--- src/rtl/predicted_fetch_unit_pkg.sv ---
// Shared definitions for the predicted fetch front end: 2-bit counter
// encodings and the saturating counter update used by the BTB.
package predicted_fetch_unit_pkg;

  typedef enum logic [1:0] {
    CTR_STRONG_NT = 2'b00,
    CTR_WEAK_NT   = 2'b01,
    CTR_WEAK_T    = 2'b10,
    CTR_STRONG_T  = 2'b11
  } ctr_t;

  localparam ctr_t CTR_RESET = CTR_WEAK_NT;
  localparam ctr_t CTR_ALLOC = CTR_WEAK_T;

  function automatic ctr_t ctr_next(input ctr_t ctr, input logic taken);
    ctr_t result;
    result = ctr;
    if (taken && ctr != CTR_STRONG_T)
      result = ctr_t'(ctr + 2'd1);
    else if (!taken && ctr != CTR_STRONG_NT)
      result = ctr_t'(ctr - 2'd1);
    return result;
  endfunction

endpackage

--- src/rtl/predicted_fetch_unit_btb.sv ---
// Direct-mapped branch target buffer: combinational lookup on the fetch PC,
// clock-edge update from the EX resolution bus, asynchronous clear.
module btb_table
  import predicted_fetch_unit_pkg::*;
#(
  parameter int PC_WIDTH    = 9,
  parameter int BTB_ENTRIES = 16
) (
  input  logic                clk,
  input  logic                rst,
  input  logic [PC_WIDTH-3:0] lookup_word,
  output logic                pred_taken,
  output logic [PC_WIDTH-1:0] pred_target,
  input  logic                upd_en,
  input  logic [PC_WIDTH-3:0] upd_word,
  input  logic                upd_taken,
  input  logic [PC_WIDTH-1:0] upd_target
);

  localparam int IDX_W  = $clog2(BTB_ENTRIES);
  localparam int WORD_W = PC_WIDTH - 2;
  localparam int TAG_W  = WORD_W - IDX_W;

  typedef struct packed {
    logic                valid;
    logic [TAG_W-1:0]    tag;
    logic [PC_WIDTH-1:0] target;
    ctr_t                ctr;
  } btb_entry_t;

  btb_entry_t entries [BTB_ENTRIES];

  logic [IDX_W-1:0] lk_idx, up_idx;
  logic [TAG_W-1:0] lk_tag, up_tag;
  btb_entry_t       lk_entry, up_entry;
  logic             lk_hit, up_hit;

  assign lk_idx      = lookup_word[IDX_W-1:0];
  assign lk_tag      = lookup_word[WORD_W-1:IDX_W];
  assign lk_entry    = entries[lk_idx];
  assign lk_hit      = lk_entry.valid && (lk_entry.tag == lk_tag);
  assign pred_taken  = lk_hit && lk_entry.ctr[1];
  assign pred_target = lk_entry.target;

  assign up_idx   = upd_word[IDX_W-1:0];
  assign up_tag   = upd_word[WORD_W-1:IDX_W];
  assign up_entry = entries[up_idx];
  assign up_hit   = up_entry.valid && (up_entry.tag == up_tag);

  // A taken miss evicts whatever occupies the slot; a not-taken miss is not worth a slot.
  always_ff @(posedge clk or posedge rst) begin
    if (rst) begin
      for (int i = 0; i < BTB_ENTRIES; i++)
        entries[i] <= '{valid: 1'b0, tag: '0, target: '0, ctr: CTR_RESET};
    end else if (upd_en) begin
      if (up_hit) begin
        entries[up_idx].ctr <= ctr_next(up_entry.ctr, upd_taken);
        if (upd_taken)
          entries[up_idx].target <= upd_target;
      end else if (upd_taken) begin
        entries[up_idx] <= '{valid: 1'b1, tag: up_tag, target: upd_target, ctr: CTR_ALLOC};
      end
    end
  end

endmodule

--- src/rtl/predicted_fetch_unit.sv ---
// Instruction-fetch front end: PC register, BTB-predicted next PC, IF/ID
// buffer tagged with the prediction, mispredict flush and perf counters.
module predicted_fetch_unit
  import predicted_fetch_unit_pkg::*;
#(
  parameter int                  PC_WIDTH          = 9,
  parameter int                  INSTRUCTION_WIDTH = 32,
  parameter int                  BTB_ENTRIES       = 16,
  parameter logic [PC_WIDTH-1:0] RESET_PC          = '0,
  parameter int                  CNT_WIDTH         = 16
) (
  input  logic                         clk,
  input  logic                         rst,
  input  logic                         stall,
  output logic [PC_WIDTH-1:0]          imem_addr,
  input  logic [INSTRUCTION_WIDTH-1:0] imem_data,
  input  logic                         ex_valid,
  input  logic                         ex_is_branch,
  input  logic [PC_WIDTH-1:0]          ex_pc,
  input  logic                         ex_taken,
  input  logic [PC_WIDTH-1:0]          ex_target,
  input  logic                         ex_pred_taken,
  input  logic [PC_WIDTH-1:0]          ex_pred_target,
  output logic                         if_valid,
  output logic [PC_WIDTH-1:0]          if_pc,
  output logic [INSTRUCTION_WIDTH-1:0] if_instr,
  output logic                         if_pred_taken,
  output logic [PC_WIDTH-1:0]          if_pred_target,
  output logic                         flush,
  output logic [CNT_WIDTH-1:0]         branch_cnt,
  output logic [CNT_WIDTH-1:0]         mispred_cnt
);

  typedef struct packed {
    logic                valid;
    logic                is_branch;
    logic [PC_WIDTH-1:0] addr;
    logic                taken;
    logic [PC_WIDTH-1:0] target;
    logic                pred_taken;
    logic [PC_WIDTH-1:0] pred_target;
  } branch_res_t;

  typedef struct packed {
    logic                         valid;
    logic [PC_WIDTH-1:0]          addr;
    logic [INSTRUCTION_WIDTH-1:0] instr;
    logic                         pred_taken;
    logic [PC_WIDTH-1:0]          pred_target;
  } if_id_t;

  branch_res_t         res;
  if_id_t              if_id;
  logic [PC_WIDTH-1:0] pc, next_pc, redirect, lk_target;
  logic                lk_taken, upd_en, mispredict;

  assign res = '{valid: ex_valid, is_branch: ex_is_branch, addr: ex_pc, taken: ex_taken,
                 target: ex_target, pred_taken: ex_pred_taken, pred_target: ex_pred_target};

  btb_table #(
    .PC_WIDTH   (PC_WIDTH),
    .BTB_ENTRIES(BTB_ENTRIES)
  ) u_btb (
    .clk        (clk),
    .rst        (rst),
    .lookup_word(pc[PC_WIDTH-1:2]),
    .pred_taken (lk_taken),
    .pred_target(lk_target),
    .upd_en     (upd_en),
    .upd_word   (res.addr[PC_WIDTH-1:2]),
    .upd_taken  (res.taken),
    .upd_target (res.target)
  );

  // Target only matters when the branch actually went; a not-taken branch is
  // correctly predicted whatever stale target it carried.
  assign upd_en     = res.valid && res.is_branch;
  assign mispredict = upd_en && ((res.taken != res.pred_taken) ||
                                 (res.taken && (res.target != res.pred_target)));
  assign flush      = mispredict;
  assign redirect   = res.taken ? res.target : res.addr + PC_WIDTH'(4);
  assign next_pc    = lk_taken ? lk_target : pc + PC_WIDTH'(4);

  always_ff @(posedge clk or posedge rst) begin
    if (rst) begin
      pc    <= RESET_PC;
      if_id <= '0;
    end else if (flush) begin
      pc    <= redirect;
      if_id <= '0;
    end else if (!stall) begin
      pc    <= next_pc;
      if_id <= '{valid: 1'b1, addr: pc, instr: imem_data,
                 pred_taken: lk_taken, pred_target: lk_target};
    end
  end

  always_ff @(posedge clk or posedge rst) begin
    if (rst) begin
      branch_cnt  <= '0;
      mispred_cnt <= '0;
    end else begin
      if (upd_en)
        branch_cnt <= branch_cnt + CNT_WIDTH'(1);
      if (mispredict)
        mispred_cnt <= mispred_cnt + CNT_WIDTH'(1);
    end
  end

  assign imem_addr      = pc;
  assign if_valid       = if_id.valid;
  assign if_pc          = if_id.addr;
  assign if_instr       = if_id.instr;
  assign if_pred_taken  = if_id.pred_taken;
  assign if_pred_target = if_id.pred_target;

endmodule

--- config.mk ---
export PLATFORM = sky130hd
export DESIGN_NAME = predicted_fetch_unit
export DESIGN_NICKNAME = d
export VERILOG_FILES = /design/src/rtl/predicted_fetch_unit_pkg.sv /design/src/rtl/predicted_fetch_unit_btb.sv /design/src/rtl/predicted_fetch_unit.sv
export SDC_FILE = /design/constraint.sdc
export NUM_CORES = 1
export LEC_CHECK = 0
export CORE_ASPECT_RATIO = 0.6
export CORE_UTILIZATION = 43
export DETAILED_ROUTE_END_ITERATION = 8
export PLACE_DENSITY = 0.59
export SLEW_MARGIN = 20
export SYNTH_ARGS = -nofsm -noshare
export SYNTH_HDL_FRONTEND = slang
export SYNTH_SLANG_ARGS = --single-unit
--- constraint.sdc ---
create_clock -name clk -period 16.2 [get_ports clk]
set_clock_uncertainty 0.1 [all_clocks]
set_input_delay 3.24 -clock clk [delete_from_list [all_inputs] [get_ports clk]]
set_output_delay 3.24 -clock clk [all_outputs]
set_load 0.02 [all_outputs]
==> summary.txt, run 1 <==
Critical path
  – Crit path DAT: 6.03 ns
  – Critical-path maximum fanout: 18
  – Startpoint types: input pin
  – Required @ worst endpoint: 12.86 ns
  – Crit. End Element: output port
  – Worst R2R Path Depth: 8
  – WS Path Type: in -> out

Synth
  – Seq/Total Area, Yosys: 51.6%
  – Post-Syn Area: ~16000 µm²
  – Synth warn: 0
  – Number of synthesized flops with an enable pin: 0
  – Main synth FF type: dfrtp_1
  – Area contributors post-synth: dfrtp_1, mux2_2, mux4_2
  – Syn Area/Cell: 13.2 µm²
  – Number of synthesized register bits: roughly 330
  – Largest area contributor in the netlist: dfrtp_1
  – Synth cell types: 49
  – Cell count after synthesis: 1223
  – Synth async-reset ratio: between 90% and 100%
  – Yosys top cell area share: 49.0%
  – Synthesized net count: 1299

Clock tree
  – Clock Sinks: 333
  – CTS tree: yes
  – Root Buffer: clkbuf_16
  – CTS Buffer Depth: 3
  – Post-CTS Setup Inserts: 0
  – Htree depth: 2
  – Clock-pin slew on the worst setup and hold paths: 0.05 ns
  – CTS-repair resized insts: 0
  – TritonCTS buffer count: 35
  – Clk_lat worst skew: between 0.5 and 0.6 ns
  – Cts hold-fix bufs: 0

Die
  – Io pins: 160
  – Total core area: 36700 µm²
  – Chip Height: 152 µm
  – Row count: 54
  – Die width: between 200 and 300 µm
  – Die ar.: 38500 µm²
  – Starting Density: 44.1%

Timing
  – Final worst path period need: 9.37 ns
  – Setup ws final: 6.83 ns
  – RSZ-0062 raised after global routing: no
  – Final Hold Viols: 0
  – Setup TNS: 0 ns
  – Worst slew pin tran: 1.20 ns
  – Setup violations, final: 0
  – Slew Limit Fails: 0
  – Final period util: 57.8%
  – Hold Slack: between 0.3 and 0.4 ns
  – Max-slew headroom: 20.1%
  – Fmax: between 100 and 150 MHz

GRT
  – GRT overflow: 0
  – First-pass GRT wire length: around 68 mm
  – Global-route usage over all layers: 23.7%
  – Initial antenna violation count: 1
  – Pin count of the biggest net entering global routing: 130
  – Vias in the first global route: 10.5k

Final layout
  – Area growth syn-to-layout: 18.9%
  – Nets: 1432
  – Commonest non-fill, non-tap cell in the layout: dfrtp_1
  – Non-Filler Instances: between 1.5k and 2k
  – Share of post-route cells with drive strength above 1: 27.0%
  – # diodes: 0
  – Most frequent cells in the layout: dfrtp_1, mux2_2, clkdlybuf4s50_1, nor2_1, nand2_1

Routing
  – Routed vias: 10.7k
  – # DRC: 0
  – Iteration count of the initial detailed-routing pass: 4
  – WL per Instance: 23.7 µm
  – Routed Antenna Nets: 0
  – Vias per cell: approximately 5.7
  – DR iter-0 viols: around 800
  – Final wirelength: 44.7 mm

Worst hold path
  – Worst hold stages: 1
  – Hold WC Path Type: reg -> reg

Placed design
  – Number of buffers added on ports: 159
  – Placed cells: 1823
  – Dpl ws: 6.78 ns
  – Placer congestion estimate: 0.840
  – Hpwl dp: 29.5 mm

Power
  – Leak: 8.61 nW
  – Total power: 2.49 mW
  – Pwr dens: 129 nW/µm²
  – Max IR drop VDD: 0.0000612 V

Status
  – Status: completed

Run
  – Max_cap viols: 0
==> cell usage after synthesis, drive strengths merged, types with 5 or more instances <==
cell type  count
xnor2         35
o22a          16
nand2         74
buf           36
dfstp         16
mux2         198
nand2b        13
mux4          80
a22oi          6
and3           8
mux2i         70
inv           12
ha            10
dfrtp        317
nor3           9
nand3         25
or2           15
nor2          99
o211ai         5
clkbuf        52
nand4         13
o21ai         54
xor2          14
a21oi         18
==> final timing paths <==
| check | slack, ns | from | end |
|---|---|---|---|
| max in group asynchronous | 10.55 | rst | mispred_cnt[7] |
| setup reg to reg | 11.89 | imem_addr[2] | imem_addr[1] |
| setup / recovery | 6.83 | ex_target[2] | flush |
| hold / removal | 0.37 | branch_cnt[15] | branch_cnt[15] |
| hold reg to reg | 0.37 | branch_cnt[15] | branch_cnt[15] |
| min in group asynchronous | 3.17 | rst | u_btb.entries[102] |
==> state kept, by name (all words and copies together), names as in the netlist <==
signal,flops
u_btb.entries,240
if_instr,32
branch_cnt,16
mispred_cnt,16
if_pc,9
if_pred_target,9
imem_addr,9
if_pred_taken,1
if_valid,1
==> stage by stage <==
stage	instance area, µm²	utilization [%]
finish	19200	52.5
global route	19200	52.5
CTS	19200	52.4
detailed placement	18200	49.6
global placement	18200	49.6
floorplan	16200	-
==> area by class of cell <==
cell class	count	area (µm²)
clock buffer	55	1000
clock inverter	6	40.0
fill	3128	17400
inverter	12	52.6
multi-input combinational	790	7390
sequential	333	8360
tap	504	631
timing repair buffer	184	1780
==> logic make-up (layout without fill, tap and decap cells) <==
group / Yosys count / in the layout / share of synthesized area, %
buffers and inverters: 100 / 257 / 2.88
flip-flops: 333 / 333 / 51.6
adder cells (fa/ha/maj): 10 / 10 / 0.773
AND/OR/NAND/NOR: 267 / 267 / 7.78
AO/OA/AOI/OAI: 116 / 116 / 4.57
XOR/XNOR: 49 / 49 / 2.65
multiplexers: 348 / 348 / 29.7
==> per-layer routing <==
metal  GRT usage [%]  routed length [µm]  vias up
met1            37.2               22200     5528
met3            5.79                3280       51
met2            32.9               18400      355
met4            4.53                 759        0
met5               0                   0        -
li1                -                   -     4720
==> critical path: stages <==
cell	delay (ns)
clkdlybuf4s50_1	0.98
xnor2_1	0.19
nand4_1	0.19
nor3_1	0.78
nor2_4	0.07
clkdlybuf4s50_1	0.58
==> power by group <==
part | switching (mW) | total, mW | internal [mW] | leakage (nW)
logic | 0.343 | 0.669 | 0.326 | 3.78
registers | 0.107 | 1.06 | 0.955 | 4.32
clock network | 0.330 | 0.755 | 0.426 | 0.511
total | 0.780 | 2.49 | 1.71 | 8.61
No activity file was read; power rests on OpenSTA's default activity.
==> run 2, diff against run 1 <==
Clock period 16.2 ns to 9.23 ns, I/O delays scaled along.
==> summary.txt, run 2 (synthesis results as in run 1) <==
Status
  – Status: completed

Die
  – Row count: 54
  – Die ar.: 38500 µm²
  – Total core area: 36700 µm²
  – Die width: about 250 µm
  – Starting Density: 44.1%
  – Chip Height: 152 µm
  – Io pins: 160

Critical path
  – Crit path DAT: 4.29 ns
  – Startpoint types: input pin
  – Critical-path maximum fanout: 18
  – R2r startpoint: imem_addr[4]
  – Worst R2R Path Depth: 9
  – RR Endpoint: imem_addr[1]
  – Crit. End Element: output port
  – WS Path Type: in -> out
  – Required @ worst endpoint: 7.28 ns
  – Worst R2R Setup Slack: 5.40 ns

Worst hold path
  – Hold path start: mispred_cnt[15]
  – Hold WC Path Type: reg -> reg
  – Worst hold stages: 1
  – WHS Endpoint: mispred_cnt[15]

Final layout
  – Most frequent cells in the layout: dfrtp_1, mux2_2, clkdlybuf4s50_1, nor2_1, nand2_1
  – # fillers: 3118
  – Number of flip-flops in the largest register: 240
  – Share of post-route cells with drive strength above 1: 27.6%
  – Nets: roughly 1.4k
  – Commonest non-fill, non-tap cell in the layout: dfrtp_1
  – Multi-input gate area: 7390 µm²
  – Final instance area: 19400 µm²
  – Area growth syn-to-layout: 19.8%
  – Reg area: between 8000 and 9000 µm²
  – Most flop-heavy register: u_btb.entries
  – Final Util: between 50 and 60%

Power
  – Max IR drop VDD: ~0.00015 V
  – Pwr dens: ~230 nW/µm²
  – Total power: roughly 4.5 mW
  – Leak: 8.68 nW

Clock tree
  – Post-CTS Setup Inserts: 0
  – Root Buffer: clkbuf_16
  – Htree depth: 2
  – Clock-pin slew on the worst setup and hold paths: ~0.060 ns
  – CTS tree: yes
  – CTS Buffer Depth: 3
  – CTS-repair resized insts: 0
  – Clk_lat worst skew: 0.53 ns
  – Clock Sinks: roughly 330
  – Cts hold-fix bufs: 0
  – TritonCTS buffer count: 34

Timing
  – Final period util: about two thirds
  – Setup violations, final: 0
  – Final Hold Viols: 0
  – Fmax: 160 MHz
  – Worst slew pin tran: 1.11 ns
  – Slew Limit Fails: 0
  – Max-slew headroom: 26.1%
  – RSZ-0062 raised after global routing: no
  – Hold Slack: around 0.37 ns
  – Final worst path period need: 6.23 ns
  – Setup TNS: 0 ns

GRT
  – First-pass GRT wire length: 68.3 mm
  – Met2 Use GR: 32.4%
  – GRT overflow: 0
  – GRT met3 Usage: 5.89%
  – GR Util met1: 37.2%
  – Layer with the highest usage: met1
  – Vias in the first global route: 10.5k
  – Initial antenna violation count: 1
  – Global-route usage over all layers: roughly a quarter
  – Pin count of the biggest net entering global routing: around 160

Routing
  – DR iter-0 viols: around 770
  – Routed Antenna Nets: 0
  – WL per Instance: 23.7 µm
  – Iteration count of the initial detailed-routing pass: 5
  – Final wirelength: 44.6 mm
  – Vias per cell: 5.66
  – # DRC: 0
  – Routed vias: 10.7k

Placed design
  – Placer congestion estimate: 0.830
  – Number of buffers added on ports: approximately 160
  – Placed cell areas: around 18000 µm²
  – Hpwl dp: 29.3 mm

Run
  – Max_cap viols: 0
-- run 2: changes by cell type in the layout (fill, tap and decap cells not counted), sizes merged --
cell	previous run	this run
clkbuf	55	50
buf	27	24
bufinv	0	3
clkinv	4	7
inv	14	11
diode	0	2
clkinvlp	0	1
-- run 2: where the power goes --
group	internal [mW]	switching (mW)	total [mW]	leakage, nW
Sequential	1.68	0.196	1.87	4.32
Clock	0.884	0.589	1.47	0.595
Combinational	0.571	0.587	1.16	3.77
-- run 2: area by class of cell --
type,count,share of cell area [%]
timing repair buffer,181,9.10
antenna,2,0.0258
clock inverter,10,0.665
multi-input combinational,790,38.1
tap,504,3.25
clock buffer,50,5.49
sequential,333,43.1
inverter,12,0.252
-- run 2: worst max-delay path by stage --
stage | cells past startpoint | endpoint | start
CTS | 7 | flush | ex_target[5]
finish | 7 | flush | ex_target[2]
global placement | 7 | flush | ex_target[5]
floorplan | 1 | branch_cnt[0] | rst
detailed placement | 7 | flush | ex_target[5]
global route | 7 | flush | ex_target[5]
-- run 2: through the flow --
stage	setup slack, ns	cells
final	3.00	1882
after global routing	2.82	1881
after CTS	3.00	1880
after detailed placement	3.01	1820
after global placement	2.96	1820
after floorplan	2.85	1223
-- run 2: metal layers --
metal  wire, µm  vias up
met5          0        -
met4        720        0
met1      22000     5522
met2      18300      372
met3       3600       50
li1           -     4713
-- run 2: critical path, cell delays in order --
cell and delay, ns:
clkdlybuf4s50_1 0.97, xnor2_1 0.19, nand4_1 0.12, nor3_1 0.31, buf_4 0.22, nor2_4 0.05, clkdlybuf4s50_1 0.58
==> run 3, diff against run 2 <==
Settings changed: PLACE_DENSITY 0.59 to 0.61.
Clock period 9.23 ns to 5.5 ns, I/O delays scaled along.
==> summary.txt, run 3 (synthesis results as in run 1) <==
Status
  – Status: completed

Clock tree
  – Htree depth: 2
  – Post-CTS Setup Inserts: 0
  – CTS tree: yes
  – CTS-repair resized insts: 0
  – Root Buffer: clkbuf_16
  – TritonCTS buffer count: 34
  – Clk_lat worst skew: 0.52 ns
  – Clock-pin slew on the worst setup and hold paths: around 0.060 ns
  – Clock Sinks: 333
  – CTS Buffer Depth: 3
  – Cts hold-fix bufs: 0

Critical path
  – CP max stage cell: clkdlybuf4s50_1
  – Worst R2R Path Depth: 8
  – Crit path DAT: 3.60 ns
  – CP most frequent cell: clkdlybuf4s50_1
  – Required @ worst endpoint: 4.30 ns
  – R2r startpoint: imem_addr[3]
  – WS Path Type: in -> out
  – Worst R2R Setup Slack: ~1.9 ns
  – Critical-path maximum fanout: 18
  – RR Endpoint: imem_addr[8]
  – Crit path max-delay family: buffers and inverters
  – Crit path depth: 7
  – Crit. End Element: output port
  – Worst Setup EP: flush
  – CP startpoint: ex_target[2]
  – Startpoint types: input pin
  – CP max stage delay: ~0.89 ns
  – CP Cell Sequence: clkdlybuf4s50_1, xnor2_1, nand4_1, nor3_1, buf_4, nor2_4, clkdlybuf4s50_1
  – Crit path buffers/inverters: 3

Power
  – Leak: between 8 and 9 nW
  – Max IR drop VDD: 0.000183 V
  – Pwr dens: between 300 and 400 nW/µm²
  – Total power: 7.49 mW

Die
  – Die ar.: 38500 µm²
  – Starting Density: 44.1%
  – Chip Height: between 150 and 200 µm
  – Io pins: 160
  – Row count: between 50 and 60
  – Die width: 252 µm
  – Total core area: 36700 µm²

Routing
  – Vias per cell: 5.60
  – Routed vias: approximately 11k
  – Routed Antenna Nets: 0
  – Met2 wire length: 18.5 mm
  – Metal-1 WL: 22.0 mm
  – Iteration count of the initial detailed-routing pass: 5
  – DR WL met3: 3.66 mm
  – Final wirelength: between 40 and 50 mm
  – Top Metal Used: met4
  – DR iter-0 viols: 898
  – WL per Instance: 23.5 µm
  – # DRC: 0

Timing
  – Fmax: about 210 MHz
  – Setup violations, final: 0
  – Max-slew headroom: 37.7%
  – Setup TNS: 0 ns
  – Final Hold Viols: 0
  – Final worst path period need: 4.80 ns
  – Hold Slack: 0.385 ns
  – Slew Limit Fails: 0
  – RSZ-0062 raised after global routing: no
  – Final period util: 87.2%
  – Worst slew pin tran: between 0.9 and 1 ns

Final layout
  – Area growth syn-to-layout: 20.5%
  – Most frequent cells in the layout: dfrtp_1, mux2_2, clkdlybuf4s50_1, nor2_1, nand2_1
  – Number of flip-flops in the largest register: 240
  – Commonest non-fill, non-tap cell in the layout: dfrtp_1
  – Most flop-heavy register: u_btb.entries
  – Final Util: 53.2%
  – Share of post-route cells with drive strength above 1: 28.5%
  – # diodes: 0
  – Nets: 1451
  – Final instance area: 19500 µm²

Placed design
  – Hpwl dp: 30.6 mm
  – Placer congestion estimate: 0.849
  – Number of buffers added on ports: 159
  – Placed cell areas: 18400 µm²

GRT
  – GRT overflow: 0
  – First-pass GRT wire length: 68.8 mm
  – Global-route usage over all layers: 23.7%
  – Initial antenna violation count: 0
  – Vias in the first global route: 10.6k
  – Pin count of the biggest net entering global routing: around 110

Worst hold path
  – Hold WC Path Type: reg -> reg
  – Hold path start: mispred_cnt[15]

Run
  – Max_cap viols: 0
==> run 3: cell types whose count changed in the layout (fill, tap and decap cells not counted), moves of 2 or more <==
cell / before / now
clkbuf_1: 4 / 6
bufinv_16: 3 / 1
diode_2: 2 / 0
buf_4: 21 / 43
buf_12: 1 / 3
nor2_1: 82 / 85
nor2_2: 15 / 13
==> run 3: report_power, final <==
| group | switching [mW] | total [mW] | internal [mW] |
|---|---|---|---|
| Sequential | 0.385 | 3.20 | 2.81 |
| Clock | 0.981 | 2.36 | 1.38 |
| Combinational | 0.956 | 1.93 | 0.971 |
| Total | 2.32 | 7.49 | 5.17 |
==> run 3: through the flow <==
step | cells | setup WS (ns)
floorplan | 1223 | -0.136
global placement | 1843 | 0.758
detailed placement | 1843 | 0.701
CTS | 1904 | 0.739
global route | 1904 | 0.618
finish | 1904 | 0.702
==> run 3: layout make-up <==
| class | instances | area (µm²) |
|---|---|---|
| inverters | 12 | 48.8 |
| clock buffers | 51 | 1060 |
| well taps | 504 | 631 |
| multi-input cells | 790 | 7380 |
| repair buffers | 204 | 1960 |
| flip-flops and latches | 333 | 8360 |
| fillers | 3070 | 17200 |
| clock inverters | 10 | 81.3 |
==> run 3: how the worst min path moves through the flow <==
stage	to	slack, ns	depth (start not counted)
floorplan	u_btb.entries[44]	0.35	1
global placement	branch_cnt[15]	0.36	1
detailed placement	mispred_cnt[15]	0.37	1
CTS	mispred_cnt[15]	0.38	1
global route	u_btb.entries[85]	0.41	1
finish	mispred_cnt[15]	0.39	1
==> run 3: routing by layer <==
metal | up-vias | global-route usage [%]
li1 | 4757 | -
met1 | 5517 | 37.2
met2 | 342 | 32.8
met3 | 46 | 6.29
met4 | 0 | 4.36
met5 | - | 0
